`src/rtl/mem_access_ctrl_if.sv`:
```
// ----------------------------------------------------------------------------
// mem_access_ctrl_if
// Groups the signals around the MEM-stage memory access controller. The
// pipeline side (EX/MEM register) and the data-memory side are carried together.
//
// Handshake:
//   * The pipeline presents memRead_MEM / memWrite_MEM with ALU_result_MEM and
//     st_value_MEM, and holds them while stall=1. The instruction leaves
//     EX/MEM on the first rising edge that sees stall=0.
//   * The controller holds mem_rd / mem_wr / mem_addr / mem_wdata stable until
//     the memory answers with a one-cycle mem_done. mem_rdata is valid only
//     while mem_done=1.
//
// Modports:
//   slave  - view of the controller itself.
//   master - view of the surrounding pipeline/memory (testbench side).
// ----------------------------------------------------------------------------
interface mem_access_ctrl_if;
  // pipeline -> controller
  logic [15:0] ALU_result_MEM;
  logic [15:0] st_value_MEM;
  logic        memRead_MEM;
  logic        memWrite_MEM;
  // memory -> controller
  logic        mem_done;
  logic [15:0] mem_rdata;
  // controller -> memory
  logic [15:0] mem_addr;
  logic [15:0] mem_wdata;
  logic        mem_rd;
  logic        mem_wr;
  // controller -> pipeline
  logic        stall;
  logic [15:0] readData_MEM;
  logic        err;

  modport slave (
    input  ALU_result_MEM, st_value_MEM, memRead_MEM, memWrite_MEM,
    input  mem_done, mem_rdata,
    output mem_addr, mem_wdata, mem_rd, mem_wr,
    output stall, readData_MEM, err
  );

  modport master (
    output ALU_result_MEM, st_value_MEM, memRead_MEM, memWrite_MEM,
    output mem_done, mem_rdata,
    input  mem_addr, mem_wdata, mem_rd, mem_wr,
    input  stall, readData_MEM, err
  );
endinterface

```
`src/rtl/mem_access_ctrl.sv`:
```
// ----------------------------------------------------------------------------
// mem_access_ctrl
// MEM-stage data-memory access controller. Turns a load/store held in the
// EX/MEM register into a registered memory request, stalls the pipeline until
// the memory completes (or a 16-cycle timeout expires), then releases the
// pipeline for exactly one cycle so the instruction leaves without re-issue.
//
// Ports:
//   clk          - clock, rising edge
//   rst          - asynchronous active-low reset
//   bus          - mem_access_ctrl_if.slave (pipeline + memory signals)
//   o_dbg_state  - current FSM state (IDLE=0, BUSY=1, DONE=2)
// ----------------------------------------------------------------------------
module mem_access_ctrl (
  input  logic                  clk,
  input  logic                  rst,
  mem_access_ctrl_if.slave      bus,
  output logic [1:0]            o_dbg_state
);

  localparam logic [1:0] S_IDLE = 2'd0;
  localparam logic [1:0] S_BUSY = 2'd1;
  localparam logic [1:0] S_DONE = 2'd2;

  logic [1:0]  r_state;
  logic [3:0]  r_cnt;
  logic        r_mem_rd;
  logic        r_mem_wr;
  logic [15:0] r_mem_addr;
  logic [15:0] r_mem_wdata;
  logic [15:0] r_read_data;
  logic        r_err;

  logic        w_access;
  logic        w_illegal;
  logic        w_stall;

  assign w_access  = bus.memRead_MEM | bus.memWrite_MEM;
  // Simultaneous load+store or an odd (non-halfword-aligned) address.
  assign w_illegal = w_access &
                     ((bus.memRead_MEM & bus.memWrite_MEM) | bus.ALU_result_MEM[0]);

  // Stall is combinational so the EX/MEM register holds in the very cycle an
  // access is first seen. Gated by rst so it is low throughout reset.
  always_comb begin
    w_stall = 1'b0;
    case (r_state)
      S_IDLE:  w_stall = w_access;
      S_BUSY:  w_stall = 1'b1;
      S_DONE:  w_stall = 1'b0;
      default: w_stall = 1'b0;
    endcase
    w_stall = w_stall & rst;
  end

  always_ff @(posedge clk or negedge rst) begin
    if (!rst) begin
      r_state     <= S_IDLE;
      r_cnt       <= 4'd0;
      r_mem_rd    <= 1'b0;
      r_mem_wr    <= 1'b0;
      r_mem_addr  <= 16'h0000;
      r_mem_wdata <= 16'h0000;
      r_read_data <= 16'h0000;
      r_err       <= 1'b0;
    end else begin
      case (r_state)
        S_IDLE: begin
          if (w_access) begin
            if (w_illegal) begin
              // No request issued; DONE releases the offending instruction.
              r_err   <= 1'b1;
              r_state <= S_DONE;
            end else begin
              r_mem_addr  <= bus.ALU_result_MEM;
              r_mem_wdata <= bus.st_value_MEM;
              r_mem_rd    <= bus.memRead_MEM;
              r_mem_wr    <= bus.memWrite_MEM;
              r_cnt       <= 4'd0;
              r_state     <= S_BUSY;
            end
          end
        end
        S_BUSY: begin
          if (bus.mem_done) begin
            if (r_mem_rd) r_read_data <= bus.mem_rdata;
            r_mem_rd <= 1'b0;
            r_mem_wr <= 1'b0;
            r_state  <= S_DONE;
          end else if (r_cnt == 4'hF) begin
            // 16th consecutive BUSY cycle without completion.
            r_err       <= 1'b1;
            r_read_data <= 16'h0000;
            r_mem_rd    <= 1'b0;
            r_mem_wr    <= 1'b0;
            r_state     <= S_DONE;
          end else begin
            r_cnt <= r_cnt + 4'd1;
          end
        end
        S_DONE: begin
          r_state <= S_IDLE;
        end
        default: begin
          r_state <= S_IDLE;
        end
      endcase
    end
  end

  assign bus.mem_addr     = r_mem_addr;
  assign bus.mem_wdata    = r_mem_wdata;
  assign bus.mem_rd       = r_mem_rd;
  assign bus.mem_wr       = r_mem_wr;
  assign bus.stall        = w_stall;
  assign bus.readData_MEM = r_read_data;
  assign bus.err          = r_err;
  assign o_dbg_state      = r_state;

endmodule

```
`src/flat_wrapper.sv`:
```
// flat-port wrapper written by rule: the top's interface ports become plain ports
module mem_access_ctrl_flat 
  (clk, rst, o_dbg_state, bus_ALU_result_MEM, bus_st_value_MEM, bus_memRead_MEM, bus_memWrite_MEM, bus_mem_done, bus_mem_rdata, bus_mem_addr, bus_mem_wdata, bus_mem_rd, bus_mem_wr, bus_stall, bus_readData_MEM, bus_err);
  mem_access_ctrl_if bus_i ();
  input  logic clk;
  input  logic rst;
  output logic [1:0] o_dbg_state;
  input wire logic [$bits(bus_i.ALU_result_MEM)-1:0] bus_ALU_result_MEM;
  input wire logic [$bits(bus_i.st_value_MEM)-1:0] bus_st_value_MEM;
  input wire logic [$bits(bus_i.memRead_MEM)-1:0] bus_memRead_MEM;
  input wire logic [$bits(bus_i.memWrite_MEM)-1:0] bus_memWrite_MEM;
  input wire logic [$bits(bus_i.mem_done)-1:0] bus_mem_done;
  input wire logic [$bits(bus_i.mem_rdata)-1:0] bus_mem_rdata;
  output wire logic [$bits(bus_i.mem_addr)-1:0] bus_mem_addr;
  output wire logic [$bits(bus_i.mem_wdata)-1:0] bus_mem_wdata;
  output wire logic [$bits(bus_i.mem_rd)-1:0] bus_mem_rd;
  output wire logic [$bits(bus_i.mem_wr)-1:0] bus_mem_wr;
  output wire logic [$bits(bus_i.stall)-1:0] bus_stall;
  output wire logic [$bits(bus_i.readData_MEM)-1:0] bus_readData_MEM;
  output wire logic [$bits(bus_i.err)-1:0] bus_err;
  assign bus_i.ALU_result_MEM = bus_ALU_result_MEM;
  assign bus_i.st_value_MEM = bus_st_value_MEM;
  assign bus_i.memRead_MEM = bus_memRead_MEM;
  assign bus_i.memWrite_MEM = bus_memWrite_MEM;
  assign bus_i.mem_done = bus_mem_done;
  assign bus_i.mem_rdata = bus_mem_rdata;
  assign bus_mem_addr = bus_i.mem_addr;
  assign bus_mem_wdata = bus_i.mem_wdata;
  assign bus_mem_rd = bus_i.mem_rd;
  assign bus_mem_wr = bus_i.mem_wr;
  assign bus_stall = bus_i.stall;
  assign bus_readData_MEM = bus_i.readData_MEM;
  assign bus_err = bus_i.err;
  mem_access_ctrl u_core (.clk(clk), .rst(rst), .bus(bus_i), .o_dbg_state(o_dbg_state));
endmodule
```
`config.mk`:
```
export PLATFORM = sky130hd
export DESIGN_NAME = mem_access_ctrl_flat
export DESIGN_NICKNAME = d
export VERILOG_FILES = /design/src/rtl/mem_access_ctrl_if.sv /design/src/rtl/mem_access_ctrl.sv /design/src/flat_wrapper.sv
export SDC_FILE = /design/constraint.sdc
export NUM_CORES = 1
export LEC_CHECK = 0
export BUFFER_PORTS_ARGS = -buffer_cell sky130_fd_sc_hd__buf_2
export CAP_MARGIN = 30
export CORE_ASPECT_RATIO = 1.25
export CORE_MARGIN = 2
export CORE_UTILIZATION = 40
export DETAILED_ROUTE_END_ITERATION = 7
export PLACE_DENSITY_LB_ADDON = 0.15
export SLEW_MARGIN = 20
export SYNTH_ARGS = -nofsm -noshare
export SYNTH_HDL_FRONTEND = slang
export SYNTH_SLANG_ARGS = --single-unit
```
`constraint.sdc`:
```
create_clock -name clk -period 1.5 [get_ports clk]
set_clock_uncertainty 0.05 [all_clocks]
set_input_delay 0.225 -clock clk [delete_from_list [all_inputs] [get_ports clk]]
set_output_delay 0.225 -clock clk [all_outputs]
set_load 0.05 [all_outputs]
```
==> flow_summary.yaml, run 1 <==
drt:
  vias: 1868
  vias_per_cell: 4.814
  drtAntennaViolNets: 0
  wl_per_cell_um: 13.79
  dr.pass1.iters: 4
  drt-initial-drc-count: 80
  drc_errors: 0
  wl_um: 5351
global_route:
  grt_first_pass_wirelength_um: 7997
  overflow: 0
  grt_max_degree: 58
  antenna_found_initial: 0
  track_usage_pct: 16.13
  grt_pass1_vias: 1831
critical_path:
  critical-path-top-delay-family: "flip-flops"
  max_stage_delay_ns: 0.50
  crit_path_start_kind: "register"
  crit_chain: "nor2_2 -> nand3b_1 -> buf_4 -> clkbuf_16 -> mux2_4"
  worst-path-buf-inv: 2
  crit_required_ns: 1.66
  crit_type: "reg -> reg"
  crit_path_end_kind: "register"
  crit_fanout: 10
  arrival_ns: 1.76
  cpMaxStageDelayCell: "dfrtp_4"
pwr:
  combinationalPowerShare_pct: 52.6
  finalPower_uw: 8472
  internal-power_uw: 4307
  p_clk_share_pct: 16.6
  p_switching_uw: 4165
  power_density_nw_per_um2: 2500
  p_sw_share_pct: 49.16
  leakage_uw: 0.001703
  p_seq_share_pct: 30.8
  peakVddDrop_uv: 1322
layout:
  most-common-layout-cells: "buf_2, dfrtp_1, nand2_1, mux2_2, buf_4"
  mostFrequentLayoutCell: "buf_2"
  area_growth_syn_to_layout_pct: 44.58
  final_util_pct: 59.02
  n_antenna_cell: 0
  drive_gt1_share_pct: 57.45
  fin_nets: 372
  fillerInstances: 496
timing:
  final.period_utilization_pct: 106.9
  hold_violations: 0
  worst_pin_slew_ns: 0.7039
  hold_ws_ns: 0.03061
  slew_violations: 0
  setup_viol: 49
  fin_crit_ns: 1.604
  relSlewSlack_pct: 53.07
  fin_tns_setup_ns: -3.173
  fmax_ghz: 0.6236
  fin_ws_ns: -0.1036
  rsz0062_at_grt: "yes"
clocking:
  htreeDepth: 3
  cts_tree: "yes"
  postCtsHoldBufs: 0
  cts_sinks: 57
  cts_buffer_depth: 2
  clk_pin_slew_worst_paths_ns: 0.06
  root_buffer: "clkbuf_8"
  clock_latency_ns: 0.32
  numCtsBuffers: 9
yosys:
  ys_seq_elements: 57
  syn_area_per_cell_um2: 12.40
  yosysWarnings: 0
  synth.distinct_cells: 33
  synth_nets: 243
  synthTopCellsByArea: "dfrtp_1, mux2_2, nand2_1"
  yosysSeqAreaShare_pct: 60.86
  synth_top_area_cell: "dfrtp_1"
  syn_inst: 189
  synth_top_area_share_pct: 60.86
  mappedNetlistArea_um2: 2343
floorplanning:
  ios: 107
  die_area_um2: 6491
  initial_utilization_pct: 40.82
  die_w_um: 72.46
  core_area_um2: 5741
  rows: 31
  die_height_um: 89.58
job:
  drv_cap: 0
placement:
  io_buffers: 106
  place_congestion: 0.7557
  hpwl_um: 3561
hold_path:
  min_path_type: "in -> async"
status:
  status: "finished with violations"
  violations: "setup timing"
## kinds of logic after synthesis
| family | count (synthesis) | share of synthesized area [%] |
|---|---|---|
| buf+inv | 12 | 2.883 |
| simple gates | 56 | 10.84 |
| mux | 32 | 15.96 |
| compound gates | 29 | 8.116 |
| fa+ha+maj | 2 | 0.9610 |
| flops | 57 | 60.87 |
| xor+xnor | 1 | 0.3738 |
## repair_timing
| action | 4_1_cts | 5_1_grt |
|---|---|---|
| cloned | 0 | 2 |
| buffers inserted | 2 | 5 |
| resized for setup | 9 | 5 |
| pin swaps | 3 | 0 |
| setup endpoints to repair | 2 | 22 |
## area by class of cell
class	count	area, um^2	share of cell area (%)
Clock inverter	3	40.04	1.182
Sequential cell	57	1431	42.25
Clock buffer	12	155.1	4.579
Tap cell	66	82.58	2.437
Timing Repair Buffer	126	763.2	22.53
Multi-Input combinational cell	120	900.9	26.59
Inverter	4	15.01	0.4431
## metal layers
layer	vias to the layer above	track usage [%]	part of all wire [%]
met4	0	9.428	1.4
met1	887	19.08	44
li1	909	-	-
met2	64	26.69	49
met5	-	0	0
met3	8	4.129	5.4
## metrics by stage
stage | worst slack [ns] | instance area (um^2) | std cells
final | -0.1036 | 3388 | 388
after global routing | -0.1601 | 3388 | 388
after CTS | -0.1129 | 3294 | 381
after detailed placement | -0.02219 | 3067 | 364
after global placement | 0.02853 | 3067 | 364
after floorplan | -0.06097 | 2416 | 189
## power by group through the flow
stage / clock network, uW / registers (uW) / logic, uW
4_1_cts: 1450 / 2610 / 4400
2_1_floorplan: 0 / 5080 / 860
5_1_grt: 1530 / 2700 / 4680
6_report: 1410 / 2610 / 4460
3_3_place_gp: 0 / 2620 / 4310
3_5_place_dp: 0 / 2640 / 4340
## sequential cells by signal (all words and copies together) (netlist names)
| name | count |
|---|---|
| u_core.bus.err | 1 |
| u_core.bus.mem_addr | 16 |
| u_core.bus.mem_rd | 1 |
| u_core.bus.mem_wdata | 16 |
| u_core.bus.mem_wr | 1 |
| u_core.bus.readData_MEM | 16 |
| u_core.o_dbg_state | 2 |
| u_core.r_cnt | 4 |
## path summary, 6_finish.rpt
path | slack (ns) | cells after the start | to | from
max | -0.10 | 5 | u_core.bus.mem_wdata[13]$_DFFE_PN0P_ | u_core.o_dbg_state[1]$_DFFE_PN0P_
min | 0.03 | 2 | u_core.bus.err$_DFFE_PN0P_ | rst
max reg2reg | -0.10 | 5 | u_core.bus.mem_wdata[13]$_DFFE_PN0P_ | u_core.o_dbg_state[1]$_DFFE_PN0P_
min reg2reg | 0.43 | 1 | u_core.bus.err$_DFFE_PN0P_ | u_core.bus.err$_DFFE_PN0P_
max in group asynchronous | 0.83 | 2 | u_core.o_dbg_state[1]$_DFFE_PN0P_ | rst
min in group clk | 0.05 | 3 | u_core.bus.readData_MEM[11]$_DFFE_PN0P_ | bus_mem_rdata[11]
## synth_stat cells
| cell type | count |
|---|---|
| a2111oi_4 | 1 |
| a211o_1 | 1 |
| a211oi_2 | 1 |
| a21o_1 | 1 |
| a21oi_1 | 3 |
| a22oi_1 | 1 |
| a31oi_1 | 1 |
| and2_1 | 1 |
| and2b_1 | 1 |
| and3_1 | 1 |
| buf_2 | 4 |
| buf_6 | 2 |
| clkbuf_2 | 2 |
| dfrtp_1 | 57 |
| ha_1 | 1 |
| inv_1 | 4 |
| maj3_1 | 1 |
| mux2_2 | 27 |
| mux2_4 | 4 |
| mux2i_1 | 1 |
| nand2_1 | 38 |
| nand2b_1 | 1 |
| nand3_1 | 6 |
| nand3b_1 | 1 |
| nor2_1 | 1 |
| nor2_2 | 1 |
| nor3_1 | 1 |
| nor3b_1 | 2 |
| nor4b_1 | 2 |
| o21a_1 | 1 |
| o21ai_0 | 17 |
| o22ai_1 | 2 |
| xor2_1 | 1 |
(Power assumes the default switching activity.)
==> run 2: changes to the inputs <==
--- a/config.mk
+++ b/config.mk
@@ -5,6 +5,7 @@
 export SDC_FILE = /design/constraint.sdc
 export NUM_CORES = 1
 export LEC_CHECK = 0
+export ABC_AREA = 1
 export BUFFER_PORTS_ARGS = -buffer_cell sky130_fd_sc_hd__buf_2
 export CAP_MARGIN = 30
 export CORE_ASPECT_RATIO = 1.25
@@ -12,6 +13,7 @@
 export CORE_UTILIZATION = 40
 export DETAILED_ROUTE_END_ITERATION = 7
 export PLACE_DENSITY_LB_ADDON = 0.15
+export SKIP_CTS_REPAIR_TIMING = 1
 export SLEW_MARGIN = 20
 export SYNTH_ARGS = -nofsm -noshare
 export SYNTH_HDL_FRONTEND = slang
==> run 2 against run 1 <==
The flow still finishes with violations (setup timing). Largest cell class unchanged. Clock power about the same. Sequential power is 2% higher. First-iteration DRC count shrank 31%. Die area increased by 3.5%. Utilization shrank 1.7 points.
==> flow_summary.yaml, run 2 <==
critical_path:
  arrival_ns: 1.31
  crit_fanout: 4
  crit_path_start_kind: "register"
  crit_chain: "inv_4 -> nand2_4 -> nor2_8 -> o21a_4 -> buf_8"
  max_stage_delay_ns: 0.44
  crit_path_end_kind: "output pin"
  cpMaxStageDelayCell: "dfrtp_2"
  crit_required_ns: 1.22
  worst-path-buf-inv: 2
  crit_type: "reg -> out"
  critical-path-top-delay-family: "flip-flops"
drt:
  vias_per_cell: 4.608
  wl_per_cell_um: 11.72
  vias: 2152
  dr.pass1.iters: 4
  drc_errors: 0
  drt-initial-drc-count: 55
  drtAntennaViolNets: 0
  wl_um: 5472
placement:
  io_buffers: 106
  place_ws_ns: 0.06333
  place_congestion: 0.8080
  placedCellCount: 445
  hpwl_um: 3725
  dpl_cell_area_um2: 3027
timing:
  final.period_utilization_pct: 105.3
  relSlewSlack_pct: 52.91
  fin_tns_setup_ns: -0.08017
  rsz0062_at_grt: "yes"
  hold_violations: 0
  fin_ws_ns: -0.08017
  setup_viol: 1
  fin_crit_ns: 1.580
  slew_violations: 0
  worst_pin_slew_ns: 0.7064
  fmax_ghz: 0.6328
yosys:
  yosys-top-cells-count: "nand2_1, dfrtp_1, o21ai_1, nor2_1, nand3_1"
  mappedNetlistArea_um2: 2429
  syn_area_per_cell_um2: 8.736
  synth.distinct_cells: 25
  synth-edff-count: 0
  yosysWarnings: 0
  synth_nets: 332
  async_flop_share_pct: 100.0
  synthFlopType: "dfrtp_1"
  syn_inst: 278
  yosysSeqAreaShare_pct: 58.73
  ys_seq_elements: 57
  yosysMostFrequentCell: "nand2_1"
  synth_top_area_share_pct: 58.73
  synthTopCellsByArea: "dfrtp_1, nand2_1, o21ai_1"
  synth_top_area_cell: "dfrtp_1"
layout:
  fillerInstances: 549
  area_growth_syn_to_layout_pct: 37.30
  mostFrequentLayoutCell: "nand2_1"
  final_area_um2: 3334
  fin_nets: 451
  fin_cells: 467
  n_antenna_cell: 0
  drive_gt1_share_pct: 38.15
  final_util_pct: 57.31
  most-common-layout-cells: "nand2_1, buf_2, dfrtp_1, o21ai_1"
floorplanning:
  die_area_um2: 6715
  die_height_um: 91.12
  ios: 107
  initial_utilization_pct: 41.74
  die_w_um: 73.70
  rows: 31
  core_area_um2: 5818
global_route:
  grt_pass1_vias: 2008
  grt_max_degree: 58
  track_usage_pct: 16.89
  antenna_found_initial: 0
  overflow: 0
  grt_first_pass_wirelength_um: 8873
clocking:
  htreeDepth: 3
  cts_tree: "yes"
  cts_sinks: 57
  clk_pin_slew_worst_paths_ns: 0.07
  root_buffer: "clkbuf_8"
  numCtsBuffers: 9
  cts_buffer_depth: 2
  clock_latency_ns: 0.32
pwr:
  peakVddDrop_uv: 1333
  leakage_uw: 0.001897
  power_density_nw_per_um2: 2604
hold_path:
  min_path_type: "in -> async"
status:
  status: "finished with violations"
  violations: "setup timing"
job:
  drv_cap: 0
-- run 2: cell count changes in the layout (fill, tap and decap cells not counted), sizes merged, moves of 3 or more --
cell / before / now
buf: 124 / 118
mux2: 31 / 0
inv: 4 / 13
nand2: 38 / 145
nor2: 2 / 16
o21ai: 17 / 20
nand3: 6 / 11
-- run 2: final timing paths --
path	slack (ns)	startpoint	depth (start not counted)	end
min in group clk	0.04	bus_ALU_result_MEM[9]	3	u_core.bus.mem_addr[9]$_DFFE_PN0P_
hold reg to reg	0.41	u_core.bus.err$_DFFE_PN0P_	2	u_core.bus.err$_DFFE_PN0P_
setup reg to reg	0.07	u_core.o_dbg_state[0]$_DFFE_PN0P_	8	u_core.r_cnt[0]$_DFFE_PN0P_
hold / removal	0.04	rst	2	u_core.bus.mem_addr[5]$_DFFE_PN0P_
max in group asynchronous	0.87	rst	2	u_core.o_dbg_state[0]$_DFFE_PN0P_
setup / recovery	-0.08	u_core.o_dbg_state[0]$_DFFE_PN0P_	5	bus_stall
-- run 2: area by class of cell --
| cell class | count | area, um^2 | area share, % |
|---|---|---|---|
| clock inverters | 2 | 37.54 | 1.126 |
| multi-input cells | 197 | 892.1 | 26.75 |
| inverters | 13 | 56.30 | 1.689 |
| well taps | 66 | 82.58 | 2.477 |
| flip-flops and latches | 57 | 1429 | 42.85 |
| clock buffers | 13 | 168.9 | 5.066 |
| repair buffers | 119 | 668.1 | 20.04 |
-- run 2: through the flow --
stage / total power (uW) / hold slack (ns)
2_1_floorplan: 6073 / -0.1206
3_3_place_gp: 7056 / 0.3670
3_5_place_dp: 7116 / 0.3710
4_1_cts: 8597 / 0.02392
5_1_grt: 9191 / 0.03210
6_report: 8683 / 0.04121
-- run 2: cell families (layout without fill, tap and decap cells) --
family	after synthesis	count (layout)	share of synthesized area [%]
AO/OA/AOI/OAI	23	23	5.667
adder cells (fa/ha/maj)	1	1	0.5151
buffers and inverters	24	147	5.255
flip-flops	57	57	58.73
AND/OR/NAND/NOR	173	173	29.83
-- run 2: report_power, final --
group	internal (uW)	leakage [uW]	switching (uW)
clock	895	0.000102	549
sequential	2240	0.000719	421
combinational	1130	0.00108	3450
-- run 2: worst register-to-register path, delay by kind of cell (launching register included) --
kind / cells / cell delay (ns)
compound gates: 1 / 0.07
buf+inv: 3 / 0.42
flops: 1 / 0.44
simple gates: 4 / 0.34
-- run 2: metal layers --
metal  track usage (%)  vias to the layer above  wire length [um]
met3             5.549                        4               370
met1             21.59                      980              2427
li1                  -                     1094                 -
met5                 0                        -                 0
met2             26.49                       74              2632
met4             5.909                        0                40
==> run 3: changes to the inputs <==
==> constraint.sdc (replaced) <==
create_clock -name clk -period 1.5 [get_ports clk]
set_clock_uncertainty 0.05 [all_clocks]
set_input_delay 0.15 -clock clk [delete_from_list [all_inputs] [get_ports clk]]
set_output_delay 0.15 -clock clk [all_outputs]
set_load 0.05 [all_outputs]
==> run 3 against run 2 <==
The run ends with hold timing, setup timing left. Clock-buffer cell count fell by 2. Flip-flop and latch count did not move. Non-clock buffer count up 28. Largest cell class unchanged.
==> flow_summary.yaml, run 3 (same netlist as run 2, synthesis figures left out) <==
clocking:
  cts_sinks: 57
  cts_buffer_depth: 2
  cts_tree: "yes"
  clk_pin_slew_worst_paths_ns: 0.06
  root_buffer: "clkbuf_8"
  numCtsBuffers: 9
  htreeDepth: 3
  clock_latency_ns: 0.32
placement:
  io_buffers: 106
  hpwl_um: 3641
  dpl_cell_area_um2: 3012
  place_congestion: 0.8116
  place_ws_ns: 0.08516
status:
  status: "finished with violations"
  violations: "hold timing, setup timing"
layout:
  area_growth_syn_to_layout_pct: 49.72
  final_area_um2: 3636
  drive_gt1_share_pct: 35.12
  fillerInstances: 511
  most-common-layout-cells: "nand2_1, buf_2, dfrtp_1, dlygate4sd3_1, o21ai_1"
  n_antenna_cell: 0
  mostFrequentLayoutCell: "nand2_1"
  fin_nets: 479
global_route:
  grt_pass1_vias: 1881
  antenna_found_initial: 0
  track_usage_pct: 16.35
  grt_first_pass_wirelength_um: 8493
  overflow: 0
  grt_max_degree: 58
drt:
  drt-initial-drc-count: 80
  drtAntennaViolNets: 0
  vias: 2318
  vias_per_cell: 4.673
  wl_per_cell_um: 12.31
  drc_errors: 0
  wl_um: 6104
  dr.pass1.iters: 4
critical_path:
  r2r_cells: 7
  crit_required_ns: 1.30
  crit_path_start_kind: "register"
  crit_fanout: 4
  cpMaxStageDelayCell: "dfrtp_2"
  arrival_ns: 1.32
  max_stage_delay_ns: 0.43
  crit_chain: "inv_2 -> nand2_4 -> nor2_8 -> o21a_2 -> buf_6"
  crit_path_end_kind: "output pin"
  crit_type: "reg -> out"
  reg2reg_slack_ns: 0.04
floorplanning:
  ios: 107
  initial_utilization_pct: 41.74
  core_area_um2: 5818
  rows: 31
  die_w_um: 73.70
  die_area_um2: 6715
  die_height_um: 91.12
timing:
  final.period_utilization_pct: 101.5
  setup_viol: 1
  slew_violations: 0
  relSlewSlack_pct: 52.21
  fin_ws_ns: -0.02239
  hold_violations: 57
  fin_crit_ns: 1.522
  rsz0062_at_grt: "yes"
  fmax_ghz: 0.6569
  worst_pin_slew_ns: 0.7168
  hold_ws_ns: -0.04485
pwr:
  power_density_nw_per_um2: 2387
  peakVddDrop_uv: 1241
  finalPower_uw: 8677
  leakage_uw: 0.002014
job:
  drv_cap: 0
hold_path:
  min_path_type: "in -> async"
## run 3: cell types whose count changed in the layout (fill, tap and decap cells not counted), sizes merged
cell / change
clkinv: +2
dlygate4sd3: +31
clkinvlp: +1
clkbuf: -1
buf: -4
## run 3: area by class of cell
type | count | area [um^2] | area share [%]
Timing Repair Buffer | 147 | 973.4 | 26.77
Multi-Input combinational cell | 197 | 900.9 | 24.78
Clock inverter | 5 | 55.05 | 1.514
Clock buffer | 11 | 141.4 | 3.889
Sequential cell | 57 | 1429 | 39.30
Tap cell | 66 | 82.58 | 2.271
Inverter | 13 | 53.80 | 1.480
## run 3: layer usage
layer	global-route usage [%]	up-vias	routed length, um
li1	-	1156	-
met1	22.54	1067	2719
met2	24.03	88	2946
met3	3.774	7	352
met4	7.727	0	85
met5	0	-	0
## run 3: through the flow
step / cells / utilization, % / setup TNS (ns)
floorplan: 278 / - / 0
global route: 496 / 62.49 / -0.2861
detailed placement: 443 / 51.76 / 0
global placement: 443 / 51.76 / 0
CTS: 459 / 55.14 / -0.1758
finish: 496 / 62.49 / -0.02239
## run 3: final timing paths
| check | from | end |
|---|---|---|
| setup reg to reg | u_core.o_dbg_state[1]$_DFFE_PN0P_ | u_core.bus.readData_MEM[9]$_DFFE_PN0P_ |
| hold / removal | rst | u_core.bus.mem_wr$_DFFE_PN0P_ |
| min in group clk | bus_mem_rdata[11] | u_core.bus.readData_MEM[11]$_DFFE_PN0P_ |
| setup / recovery | u_core.o_dbg_state[1]$_DFFE_PN0P_ | bus_stall |
| hold reg to reg | u_core.bus.err$_DFFE_PN0P_ | u_core.bus.err$_DFFE_PN0P_ |
| max in group asynchronous | rst | u_core.o_dbg_state[0]$_DFFE_PN0P_ |
## run 3: critical path, delay by kind of cell (launching register included)
kind,cells,cell delay [ns]
buf+inv,2,0.24
compound gates,1,0.13
flops,1,0.43
simple gates,2,0.20
## run 3: power breakdown
group          leakage, uW  total [uW]  internal (uW)  switching [uW]
combinational      0.00120        4600           1130            3470
sequential        0.000719        2680           2240             435
clock            0.0000953        1400            806             594
total              0.00201        8680           4180            4500
